==> src/rtl/debug_snapshot_streamer_pkg.sv <==
// Shared definitions for the debug snapshot streamer: FSM encoding, default
// frame header and frame-geometry helpers.
package mips_debug_pkg;

  typedef enum logic [1:0] {
    ST_IDLE = 2'd0,
    ST_SEND = 2'd1,
    ST_WAIT = 2'd2,
    ST_DONE = 2'd3
  } state_e;

  localparam logic [7:0] HEADER_BYTE_DEF = 8'hA5;

  // Header + cycle counter word + n channel words + checksum byte.
  function automatic int frame_len(input int n, input int bpw);
    return 2 + (n + 1) * bpw;
  endfunction

  function automatic int idx_width(input int n, input int bpw);
    return $clog2(frame_len(n, bpw));
  endfunction

endpackage

==> src/rtl/debug_snapshot_streamer_if.sv <==
// Capture/UART handshake bundle. o_tx_start is a one-cycle request; o_tx_data
// holds the byte until the UART answers with a one-cycle i_tx_done pulse.
interface debug_snapshot_streamer_if
  import mips_debug_pkg::*;
#(
  parameter int BITS_SIZE  = 32,
  parameter int N_CHANNELS = 16,
  parameter int SIZE_TRAMA = 8
);
  logic                             i_capture;
  logic [N_CHANNELS*BITS_SIZE-1:0]  i_channels;
  logic                             i_cycle_en;
  logic                             i_tx_done;
  logic                             o_tx_start;
  logic [SIZE_TRAMA-1:0]            o_tx_data;
  logic                             o_busy;
  logic                             o_frame_done;
  logic [BITS_SIZE-1:0]             o_cycle_count;
  state_e                           o_dbg_state;

  modport master (
    output i_capture, i_channels, i_cycle_en, i_tx_done,
    input  o_tx_start, o_tx_data, o_busy, o_frame_done, o_cycle_count, o_dbg_state
  );

  modport slave (
    input  i_capture, i_channels, i_cycle_en, i_tx_done,
    output o_tx_start, o_tx_data, o_busy, o_frame_done, o_cycle_count, o_dbg_state
  );
endinterface

==> src/rtl/debug_snapshot_streamer_byte_sel.sv <==
// Combinational picker of frame byte idx_i: header, counter/channel payload
// bytes in the configured byte order, or the running checksum.
module snapshot_byte_sel
  import mips_debug_pkg::*;
#(
  parameter int                    BITS_SIZE   = 32,
  parameter int                    N_CHANNELS  = 16,
  parameter int                    SIZE_TRAMA  = 8,
  parameter logic [SIZE_TRAMA-1:0] HEADER_BYTE = SIZE_TRAMA'(HEADER_BYTE_DEF),
  parameter bit                    MSB_FIRST   = 1'b1,
  parameter int                    IDX_W       = 4
) (
  input  logic [IDX_W-1:0]                 idx_i,
  input  logic [BITS_SIZE-1:0]             cyc_snap_i,
  input  logic [N_CHANNELS*BITS_SIZE-1:0]  chan_snap_i,
  input  logic [SIZE_TRAMA-1:0]            chk_i,
  output logic [SIZE_TRAMA-1:0]            byte_o
);
  localparam int BPW       = BITS_SIZE / SIZE_TRAMA;
  localparam int FRAME_LEN = frame_len(N_CHANNELS, BPW);
  localparam int PAYLOAD   = (N_CHANNELS + 1) * BPW;

  // Word 0 is the cycle counter, word k+1 is channel k.
  logic [(N_CHANNELS+1)*BITS_SIZE-1:0] words;
  assign words = {chan_snap_i, cyc_snap_i};

  always_comb begin
    byte_o = '0;
    if (idx_i == '0) begin
      byte_o = HEADER_BYTE;
    end else if (idx_i == IDX_W'(FRAME_LEN - 1)) begin
      byte_o = chk_i;
    end else begin
      for (int i = 0; i < PAYLOAD; i++) begin
        if (idx_i == IDX_W'(i + 1)) begin
          byte_o = words[((i / BPW) * BPW + (MSB_FIRST ? (BPW - 1 - (i % BPW)) : (i % BPW)))
                         * SIZE_TRAMA +: SIZE_TRAMA];
        end
      end
    end
  end

endmodule

==> src/rtl/debug_snapshot_streamer.sv <==
// Debug dump engine: snapshots the cycle counter and debug channels on capture
// and streams them to the UART as one header/payload/XOR-checksum frame.
module debug_snapshot_streamer
  import mips_debug_pkg::*;
#(
  parameter int                    BITS_SIZE   = 32,
  parameter int                    N_CHANNELS  = 16,
  parameter int                    SIZE_TRAMA  = 8,
  parameter logic [SIZE_TRAMA-1:0] HEADER_BYTE = SIZE_TRAMA'(HEADER_BYTE_DEF),
  parameter bit                    MSB_FIRST   = 1'b1
) (
  input  logic                      wire_clk_wz,
  input  logic                      i_reset,
  debug_snapshot_streamer_if.slave  bus
);
  localparam int BPW       = BITS_SIZE / SIZE_TRAMA;
  localparam int FRAME_LEN = frame_len(N_CHANNELS, BPW);
  localparam int IDX_W     = idx_width(N_CHANNELS, BPW);
  localparam logic [IDX_W-1:0] LAST_IDX = IDX_W'(FRAME_LEN - 1);

  state_e                          state_q, state_d;
  logic [IDX_W-1:0]                idx_q, idx_d;
  logic [SIZE_TRAMA-1:0]           chk_q, chk_d;
  logic [SIZE_TRAMA-1:0]           sel_byte;
  logic [BITS_SIZE-1:0]            cnt_q;
  logic [BITS_SIZE-1:0]            cyc_snap_q;
  logic [N_CHANNELS*BITS_SIZE-1:0] chan_snap_q;
  logic                            capture_en;
  logic                            busy;

  snapshot_byte_sel #(
    .BITS_SIZE   (BITS_SIZE),
    .N_CHANNELS  (N_CHANNELS),
    .SIZE_TRAMA  (SIZE_TRAMA),
    .HEADER_BYTE (HEADER_BYTE),
    .MSB_FIRST   (MSB_FIRST),
    .IDX_W       (IDX_W)
  ) u_byte_sel (
    .idx_i       (idx_q),
    .cyc_snap_i  (cyc_snap_q),
    .chan_snap_i (chan_snap_q),
    .chk_i       (chk_q),
    .byte_o      (sel_byte)
  );

  always_comb begin
    state_d    = state_q;
    idx_d      = idx_q;
    chk_d      = chk_q;
    capture_en = 1'b0;
    unique case (state_q)
      ST_IDLE: begin
        if (bus.i_capture) begin
          capture_en = 1'b1;
          idx_d      = '0;
          chk_d      = '0;
          state_d    = ST_SEND;
        end
      end
      ST_SEND: begin
        // The checksum byte is sent as-is; folding it in would also corrupt
        // o_tx_data while the UART is still holding it.
        if (idx_q != LAST_IDX) chk_d = chk_q ^ sel_byte;
        state_d = ST_WAIT;
      end
      ST_WAIT: begin
        if (bus.i_tx_done) begin
          if (idx_q == LAST_IDX) begin
            state_d = ST_DONE;
          end else begin
            idx_d   = idx_q + IDX_W'(1);
            state_d = ST_SEND;
          end
        end
      end
      ST_DONE: state_d = ST_IDLE;
      default: state_d = ST_IDLE;
    endcase
  end

  always_ff @(posedge wire_clk_wz) begin
    if (i_reset) begin
      state_q <= ST_IDLE;
      idx_q   <= '0;
      chk_q   <= '0;
    end else begin
      state_q <= state_d;
      idx_q   <= idx_d;
      chk_q   <= chk_d;
    end
  end

  // Shadow regs only load in IDLE, so they hold steady for the whole frame.
  always_ff @(posedge wire_clk_wz) begin
    if (i_reset) begin
      cyc_snap_q  <= '0;
      chan_snap_q <= '0;
    end else if (capture_en) begin
      cyc_snap_q  <= cnt_q;
      chan_snap_q <= bus.i_channels;
    end
  end

  always_ff @(posedge wire_clk_wz) begin
    if (i_reset) begin
      cnt_q <= '0;
    end else if (bus.i_cycle_en) begin
      cnt_q <= cnt_q + BITS_SIZE'(1);
    end
  end

  assign busy              = (state_q == ST_SEND) || (state_q == ST_WAIT);
  assign bus.o_busy        = busy;
  assign bus.o_tx_start    = (state_q == ST_SEND);
  assign bus.o_tx_data     = busy ? sel_byte : '0;
  assign bus.o_frame_done  = (state_q == ST_DONE);
  assign bus.o_cycle_count = cnt_q;
  assign bus.o_dbg_state   = state_q;

endmodule

==> src/flat_wrapper.sv <==
// flat-port wrapper written by rule: the top's interface ports become plain ports
module debug_snapshot_streamer_flat import mips_debug_pkg::*;
#(
  parameter int                    BITS_SIZE   = 32,
  parameter int                    N_CHANNELS  = 16,
  parameter int                    SIZE_TRAMA  = 8,
  parameter logic [SIZE_TRAMA-1:0] HEADER_BYTE = SIZE_TRAMA'(HEADER_BYTE_DEF),
  parameter bit                    MSB_FIRST   = 1'b1
)
  (wire_clk_wz, i_reset, bus_i_capture, bus_i_channels, bus_i_cycle_en, bus_i_tx_done, bus_o_tx_start, bus_o_tx_data, bus_o_busy, bus_o_frame_done, bus_o_cycle_count, bus_o_dbg_state);
  debug_snapshot_streamer_if #(.BITS_SIZE(BITS_SIZE), .N_CHANNELS(N_CHANNELS), .SIZE_TRAMA(SIZE_TRAMA)) bus_i ();
  input  logic wire_clk_wz;
  input  logic i_reset;
  input wire logic [$bits(bus_i.i_capture)-1:0] bus_i_capture;
  input wire logic [$bits(bus_i.i_channels)-1:0] bus_i_channels;
  input wire logic [$bits(bus_i.i_cycle_en)-1:0] bus_i_cycle_en;
  input wire logic [$bits(bus_i.i_tx_done)-1:0] bus_i_tx_done;
  output wire logic [$bits(bus_i.o_tx_start)-1:0] bus_o_tx_start;
  output wire logic [$bits(bus_i.o_tx_data)-1:0] bus_o_tx_data;
  output wire logic [$bits(bus_i.o_busy)-1:0] bus_o_busy;
  output wire logic [$bits(bus_i.o_frame_done)-1:0] bus_o_frame_done;
  output wire logic [$bits(bus_i.o_cycle_count)-1:0] bus_o_cycle_count;
  output wire logic [$bits(bus_i.o_dbg_state)-1:0] bus_o_dbg_state;
  assign bus_i.i_capture = bus_i_capture;
  assign bus_i.i_channels = bus_i_channels;
  assign bus_i.i_cycle_en = bus_i_cycle_en;
  assign bus_i.i_tx_done = bus_i_tx_done;
  assign bus_o_tx_start = bus_i.o_tx_start;
  assign bus_o_tx_data = bus_i.o_tx_data;
  assign bus_o_busy = bus_i.o_busy;
  assign bus_o_frame_done = bus_i.o_frame_done;
  assign bus_o_cycle_count = bus_i.o_cycle_count;
  assign bus_o_dbg_state = bus_i.o_dbg_state;
  debug_snapshot_streamer #(.BITS_SIZE(BITS_SIZE), .N_CHANNELS(N_CHANNELS), .SIZE_TRAMA(SIZE_TRAMA), .HEADER_BYTE(HEADER_BYTE), .MSB_FIRST(MSB_FIRST)) u_core (.wire_clk_wz(wire_clk_wz), .i_reset(i_reset), .bus(bus_i));
endmodule
==> config.mk <==
export PLATFORM = sky130hd
export DESIGN_NAME = debug_snapshot_streamer_flat
export DESIGN_NICKNAME = d
export VERILOG_FILES = /design/src/rtl/debug_snapshot_streamer_pkg.sv /design/src/rtl/debug_snapshot_streamer_if.sv /design/src/rtl/debug_snapshot_streamer_byte_sel.sv /design/src/rtl/debug_snapshot_streamer.sv /design/src/flat_wrapper.sv
export SDC_FILE = /design/constraint.sdc
export NUM_CORES = 1
export LEC_CHECK = 0
export ABC_AREA = 1
export CORE_MARGIN = 2
export CORE_UTILIZATION = 45
export DETAILED_ROUTE_END_ITERATION = 8
export GPL_TIMING_DRIVEN = 0
export PLACE_DENSITY = 0.79
export SKIP_LAST_GASP = 1
export SLEW_MARGIN = 20
export SYNTH_ARGS = -nofsm -noshare
export SYNTH_HDL_FRONTEND = slang
export SYNTH_HIERARCHICAL = 1
export SYNTH_SLANG_ARGS = --single-unit
==> constraint.sdc <==
create_clock -name wire_clk_wz -period 5.95 [get_ports wire_clk_wz]
set_input_delay 1.19 -clock wire_clk_wz [delete_from_list [all_inputs] [get_ports wire_clk_wz]]
set_output_delay 1.19 -clock wire_clk_wz [all_outputs]
set_load 0.01 [all_outputs]
---- Word-level counts from Yosys, hierarchy flattened ----
Cells that the tools add are included.
operators by class
  add/subtract/negate cells ............... 2
  equality and inequality tests ........... 77
  mux-type cells .......................... 84
  bitwise logic cells ..................... 1
  reduce and logical (&&, ||, !) cells .... 8
operator list
  operator               count
  $mux 8                 73
  $eq 7x6->1 const B     32
  $eq 7x5->1 const B     16
  $eq 7x4->1 const B     8
  $eq 7x7->1 const B     6
  $add 32x1->32 const B  1
  $eq 7x3->1 const B     4
  $mux 7                 3
  $pmux 8 s2             1
  $eq 7x2->1 const B     2
  $pmux 7 s2             1
  $pmux 2 s4             1
  $xor 8x8->8            1
  $add 7x1->7 const B    1
  $eq 7x1->1 const B     1
  $logic_not 7->1        1
  $ne 7x7->1 const B     1
  $mux 2                 3
  $ne 2x2->1 const B     3
  $eq 2x2->1 const B     2
  $reduce_and 4->1       1
  $reduce_bool 2->1      2
  $reduce_and 3->1       1
  $eq 2x1->1 const B     1
  other kinds (5)        6
storage, ports and cells
  flip-flop bits (word level) ............. 593
  output and inout bits ................... 45

---- Depth between registers and ports, before layout ----
Gate-level depths: netlist of run 1.
  word-level depth ........................ 74
  depth in mapped cells ................... 57
  gate-level depth less buffers ........... 57

---- Modules after synthesis ----
The synthesis of run 1 kept the hierarchy.
by module, submodules not included
  module                   times used  cells an instance  area an instance (um^2)
  debug_snapshot_streamer  1           2769               21329.2
  snapshot_byte_sel        1           1260               5439.0

---- Worst setup path after synthesis of run 1 ----
OpenSTA, ideal clock, no wires.
  path kind ............................... reg2out
  from .................................... reg u_core.idx_q[2]
  to ...................................... out bus_o_tx_data[3]
  arrival time ............................ 3.647 ns
  data required time ...................... 4.760 ns
  setup slack ............................. 1.113 ns
  cell stages (with the launch flop) ...... 55
  cells stage by stage .................... dfxtp_1 -> inv_1 -> nor2_4 -> nand2_1 -> nor2_1 -> nand2_1 -> nand4_1 -> nand2_1 -> nand4_1 -> nand2_1 -> nand2_1 -> nand2_1 -> nand2_1 -> nand2_1 -> nand3_1 -> nand2_1 -> nand2_1 -> nand2_1 -> [... 19 more ...] -> nand2_1 -> nand2_1 -> nand2_1 -> nand4_1 -> nand2_1 -> nand2_1 -> nand2_1 -> nand2_1 -> nand2_1 -> nand2_1 -> nand2_1 -> nand3_1 -> nand2_1 -> nand4_1 -> nand2_1 -> a21oi_1 -> nand2_1 -> inv_1
between the ends
  word-level cells in the longest chain between the ends .. 72
  elaborated cells between the ends (all ways) .. 141
  classes of those cells .................. eq/ne (69); mux (71); reduce/logical (1)
ends and longest elaborated chain
  item                    RTL line                                text
  from (decl)             debug_snapshot_streamer.sv:22           logic [IDX_W-1:0] idx_q, idx_d;
  from (signal assigned)  debug_snapshot_streamer.sv:88           idx_q <= idx_d;
  $eq 7x1->1              debug_snapshot_streamer_byte_sel.sv:35  if (idx_i == IDX_W'(i + 1)) begin
  $mux 8 (68 in series)   debug_snapshot_streamer_byte_sel.sv:35
  $mux 8                  debug_snapshot_streamer_byte_sel.sv:31  end else if (idx_i == IDX_W'(FRAME_LEN - 1)) begin
  $mux 8 *                debug_snapshot_streamer_byte_sel.sv:29  if (idx_i == '0) begin
  via u_core.sel_byte[3]  debug_snapshot_streamer.sv:24           logic [SIZE_TRAMA-1:0] sel_byte;
  $mux 8 *                debug_snapshot_streamer.sv:115          assign bus.o_tx_data = busy ? sel_byte : '0;
  to (decl)               flat_wrapper.sv:19                      output wire logic [$bits(bus_i.o_tx_data)-1:0] bus_o_tx_data;
Mark *: on every way through the listed nets, which the timed path passes. The rest lies on a longest branch.

---- Worst setup path after layout of run 1 ----
  from .................................... reg u_core.idx_q[2]
  to ...................................... out bus_o_tx_data[5]
The elaborated chain is that of the path after synthesis.

==> results of run 1 <==
## worst max-delay path, delay by kind of cell, from the launching register on
family / cells / cell delay [ns]
flops: 1 / 0.36
buf+inv: 6 / 0.63
simple gates: 35 / 4.25
compound gates: 1 / 0.15
## state kept, by name, indices dropped and copies added (netlist names)
signal / flops
u_core/bus.o_cycle_count: 32
u_core/bus.o_dbg_state: 2
u_core/chan_snap_q: 512
u_core/chk_q: 8
u_core/cyc_snap_q: 32
u_core/idx_q: 7
## cells in the final DEF, fill, tap and decap left out, drive strengths merged, types with 13 or more instances in the layout
cell type	count
nor2	1274
inv	254
nand3	86
clkbuf	200
nand2	691
clkdlybuf4s50	552
buf	150
nor3	13
dfxtp	593
or2	89
clkinv	18
o21ai	575
nand4	107
a21oi	110
## through the flow
stage | cells | setup slack [ns] | hold WS (ns)
6_report | 5535 | -1.27 | 0.474
5_1_grt | 5533 | -1.45 | 0.497
4_1_cts | 5528 | -1.16 | 0.478
3_5_place_dp | 5362 | -1.58 | 0.463
3_3_place_gp | 5362 | -1.58 | 0.453
2_1_floorplan | 4029 | 1.11 | 0.447
## power by group
group / internal, mW / total [mW] / leakage, nW / switching (mW)
combinational: 0.882 / 2.16 / 9.11 / 1.28
clock: 2.20 / 3.79 / 0.968 / 1.60
sequential: 4.57 / 4.91 / 4.90 / 0.339
## Yosys cell counts, types with 3 or more instances
cell type  count  area (sq um)
or2_1          3          18.8
buf_1          5          18.8
nor2_4         9           101
buf_4          6          45.0
nand4_1      107           669
nand2_1      684          2570
nor3_1        11          55.1
nand3_2        7          70.1
ha_1           8           100
inv_1        243           912
o21ai_1        4          20.0
nand2_2        7          43.8
nand3_1       77           385
nor2_1      1250          4690
inv_2         15          56.3
xor2_1        11          96.3
or2_2         83           519
buf_2         70           350
or2_0          3          18.8
clkbuf_1     113           424
o21ai_0      569          2850
a21oi_1      110           551
dfxtp_1      593         11900
nor2_2        14          87.6
## final cells by class
cell class | instances | area [sq um]
Fill cell | 5405 | 22400
Multi-Input combinational cell | 2981 | 13700
Sequential cell | 593 | 11900
Timing Repair Buffer | 621 | 6090
Clock buffer | 86 | 1700
Inverter | 260 | 1010
Tap cell | 773 | 967
Buffer | 195 | 860
Clock inverter | 24 | 258
Antenna cell | 2 | 5.00
## final timing paths
check                                       startpoint                                   end  slack (ns)  cells past startpoint
setup reg to reg          u_core/idx_q[2]$_SDFFE_PP0P_          u_core/chk_q[5]$_SDFFE_PP0P_        0.02                     44
hold / removal    u_core/chan_snap_q[211]$_SDFFE_PP0P_  u_core/chan_snap_q[211]$_SDFFE_PP0P_        0.47                      2
setup / recovery          u_core/idx_q[2]$_SDFFE_PP0P_                      bus_o_tx_data[5]       -1.27                     42
hold reg to reg   u_core/chan_snap_q[211]$_SDFFE_PP0P_  u_core/chan_snap_q[211]$_SDFFE_PP0P_        0.47                      2
## kinds of logic after synthesis
kind of cell,synth area share [%]
AO/OA/AOI/OAI,13.2
XOR/XNOR,0.393
adder cells (fa/ha/maj),0.374
buffers and inverters,6.82
flip-flops,44.3
AND/OR/NAND/NOR,34.8
## timing repair
action / 4_1_cts / 5_1_grt
endpoints found under the setup margin: 15 / 11
buffers inserted: 58 / 18
gates resized for setup: 177 / 70
pin swaps: 125 / 155
gates cloned: 0 / 0
## layer usage
metal	vias to the layer above	routed length, um	track usage [%]
li1	14200	-	-
met1	13200	40400	39.0
met2	1222	47600	53.6
met3	246	9890	7.09
met4	22	3700	11.1
met5	-	141	0
==> run summary, run 1 <==
outcome - finished with violations
failing checks - setup timing
CTS Buffer Depth - 3
skew final - 0.00923 ns
max_slew headroom - 44.0%
Crit Path Max Fanout - 9
crit share post-route - 121%
max-slew violation count - 0
post-synthesis sequential area ratio - 44.3%
measured slew at the worst slew-check pin - 0.836 ns
global-route wire length before repair - 148,000 um
critical path class - flip-flop to output port
Lkg Pwr - 15.0 nW
layout cells sized above 1 - 11.2%
CTS clk-pin slew, worst paths - 0.06 ns
setup repair after global routing missed its margin - true
Largest stage delay, worst path - 0.36 ns
Slowest cell on crit path - dfxtp_4
total CTS buffers - 61
max cap viols - 0
Via density - 5.21
DR WL/cell - 18.4 um
area delta synth->final - 36.3%
Cell Area, Synth - 26,800 sq um
antenna violations before repair - 12
GP Congestion - 0.962
Cells after Synth - 4,029
clock period minus final worst setup slack - 7.22 ns
Worst Hold Class - flip-flop to flip-flop
hold buffers post-CTS - 0
Yosys reg bits - 593
row count - 89
core footprint - 58,900 sq um
Syn Area/Cell - 6.64 sq um
ANT nets after route - 0
number of I/O port buffers - 560
Pwr Total - 10.9 mW
CP Data Required Time - 4.76 ns
number of global-route vias before repair - 26,700
Primary FF master, synth - dfxtp_1
Vias - 28,800
Setup TNS - -8.42 ns
CTS Sinks - 593
First DRT Iteration DRCs - 2,226
pwr/cell area - 298 nW/um^2
Mapped Nets - 4,554
CTS tree - built
Max Fclk - 0.139 GHz
Ports - 562
chip width - 248 um
total grt overflow - 0
largest net degree at the start of global routing - 15
CTS Root Cell - clkbuf_16
htree depth - 2
Final Hold Violating Endpoints - 0
clk_lat worst skew - 0.62 ns
final WL - 102,000 um
GRT Total Usage - 31.5%
crit end category - output port
Finished Cell Area - 36,500 sq um
Worst Path Arrival - 6.03 ns
IR drop worst, VDD - 0.000234 V
CP most frequent cell - nand4_1
number of synthesized flops with an enable pin - 0
DPL Wire Length - 77,600 um
synth warn - 6
crit path launch type - flip-flop
final worst slack - -1.27 ns
Final Setup Violations - 8
die area - 61,500 sq um
Initial Util - 45.4%
# DRC - 0
final net count - 5,238
DP Area - 33,300 sq um
asr flop ratio synth - 0%
Netlist cell types - 43
drt first pass iters - 6
Post-Route Utilization - 61.9%
Die Y - 248 um
No activity file was read; power rests on OpenSTA's default activity.
==> run 2: changes to the inputs <==
--- a/config.mk
+++ b/config.mk
@@ -6,10 +6,10 @@
 export NUM_CORES = 1
 export LEC_CHECK = 0
 export ABC_AREA = 1
-export CORE_MARGIN = 2
+export CORE_MARGIN = 8
 export CORE_UTILIZATION = 45
+export CTS_CLUSTER_DIAMETER = 120
 export DETAILED_ROUTE_END_ITERATION = 8
-export GPL_TIMING_DRIVEN = 0
 export PLACE_DENSITY = 0.79
 export SKIP_LAST_GASP = 1
 export SLEW_MARGIN = 20
==> run summary, run 2 (synthesis gave the netlist of run 1 again) <==
max FFs per register - 512
hold path depth - 2
min-delay src - u_core/chan_snap_q[446]$_SDFFE_PP0P_
Max Fclk - 0.147 GHz
Final Hold Violating Endpoints - 0
Final Setup Violations - 9
Psw - 3.22 mW
Pwr Total - 10.9 mW
Ports - 562
Lkg Pwr - 14.9 nW
DR WL/cell - 18.5 um
pwr/cell area - 302 nW/um^2
Worst Path Arrival - 7.37 ns
GRT Total Usage - 28.3%
failing checks - setup timing
CTS Buffer Depth - 3
GP Congestion - 0.951
Crit Path Max Fanout - 6
crit end category - flip-flop
Seq pwr share - 45.6%
Worst Hold Class - flip-flop to flip-flop
Via density - 5.18
CTS Sinks - 593
htree depth - 2
Pint - 7.69 mW
final WL - 101,000 um
hold buffers post-CTS - 0
crit share post-route - 115%
global-route wire length before repair - 151,000 um
chip width - 260 um
CTS clk-pin slew, worst paths - 0.06 ns
measured slew at the worst slew-check pin - 1.07 ns
Clk pwr share - 35.7%
Slowest cell on crit path - dfxtp_4
core footprint - 58,900 sq um
crit path launch type - flip-flop
Die Y - 260 um
Setup crit start - u_core/idx_q[4]$_SDFFE_PP0P_
Post-Route Utilization - 61.4%
number of I/O port buffers - 561
dpl cells - 5,303
critical path class - flip-flop to flip-flop
final net count - 5,147
# DRC - 0
max-slew violation count - 0
antenna violations before repair - 8
Initial Util - 45.4%
CTS tree - built
CP Data Required Time - 6.50 ns
Comb power frac - 18.7%
area delta synth->final - 35.2%
setup repair after global routing missed its margin - true
CP most frequent cell - buf_4
worst r2r src - u_core/idx_q[4]$_SDFFE_PP0P_
drt first pass iters - 6
final non-filler cell total - 5,445
ANT nets after route - 0
commonest non-fill, non-tap cell in the layout - nor2_1
IR drop worst, VDD - 0.000242 V
max cap viols - 0
CTS Root Cell - clkbuf_16
commonest non-fill, non-tap cells in the layout - nor2_1 (1,236), nand2_1 (661), dfxtp_1 (587)
Biggest register - u_core/chan_snap_q
Sw Share - 29.5%
Largest stage delay, worst path - 0.36 ns
total CTS buffers - 61
DPL Wire Length - 74,700 um
DP Area - 33,700 sq um
die area - 67,500 sq um
First DRT Iteration DRCs - 2,856
number of global-route vias before repair - 26,400
reg2reg path depth - 59
largest net degree at the start of global routing - 219
Finished Cell Area - 36,200 sq um
skew final - 0.0118 ns
layout cells sized above 1 - 10.3%
max_slew headroom - 28.8%
final worst slack - -0.867 ns
Vias - 28,200
clock period minus final worst setup slack - 6.82 ns
clk_lat worst skew - 0.62 ns
outcome - finished with violations
row count - 89
total grt overflow - 0
[run 2: worst max-delay path: cells and delay by family (launching register included)]
kind | cells | cell delay, ns
AND/OR/NAND/NOR | 35 | 3.24
XOR/XNOR | 1 | 0.14
buffers and inverters | 20 | 2.47
AO/OA/AOI/OAI | 3 | 0.56
flip-flops | 1 | 0.36
[run 2: power groups by stage]
stage                     Clock, mW  Combinational [mW]  Sequential (mW)
after global routing           4.12                2.29             5.03
after detailed placement          0                1.99             5.05
final                          3.90                2.04             4.98
after global placement            0                1.95             5.03
after floorplan                   0                1.27             4.88
after CTS                      3.96                2.02             4.97
[run 2: final timing paths]
| check | endpoint | slack, ns |
|---|---|---|
| worst max-delay path | u_core/chk_q[5]$_SDFFE_PP0P_ | -0.87 |
| worst min-delay path | u_core/chan_snap_q[446]$_SDFFE_PP0P_ | 0.48 |
| worst max register to register | u_core/chk_q[5]$_SDFFE_PP0P_ | -0.87 |
| worst min register to register | u_core/chan_snap_q[446]$_SDFFE_PP0P_ | 0.48 |
[run 2: metal layers]
metal  wire, um  track usage, %
met4       2880            8.44
met3       8740            5.72
met1      42000            36.9
met2      47000            46.9
met5         36               0
[run 2: area by class of cell]
class / instances / area (sq um)
clock inverters: 21 / 233
diodes: 5 / 12.5
fillers: 5361 / 22700
flip-flops and latches: 593 / 11900
multi-input cells: 2981 / 13300
inverters: 260 / 993
well taps: 773 / 967
clock buffers: 87 / 1820
repair buffers: 725 / 6960
[run 2: through the flow]
step	setup WS (ns)	setup TNS [ns]	hold slack [ns]
floorplan	1.11	0	0.447
global placement	-0.319	-1.58	0.454
detailed placement	-0.406	-2.27	0.464
CTS	-0.657	-5.19	0.479
global route	-1.30	-9.73	0.499
finish	-0.867	-5.42	0.477
[run 2: repair_timing]
item | in CTS | in global routing
gates cloned | 0 | 0
gates resized for setup | 87 | 32
endpoints found under the setup margin | 8 | 9
pin swaps | 68 | 51
setup buffers | 24 | 7
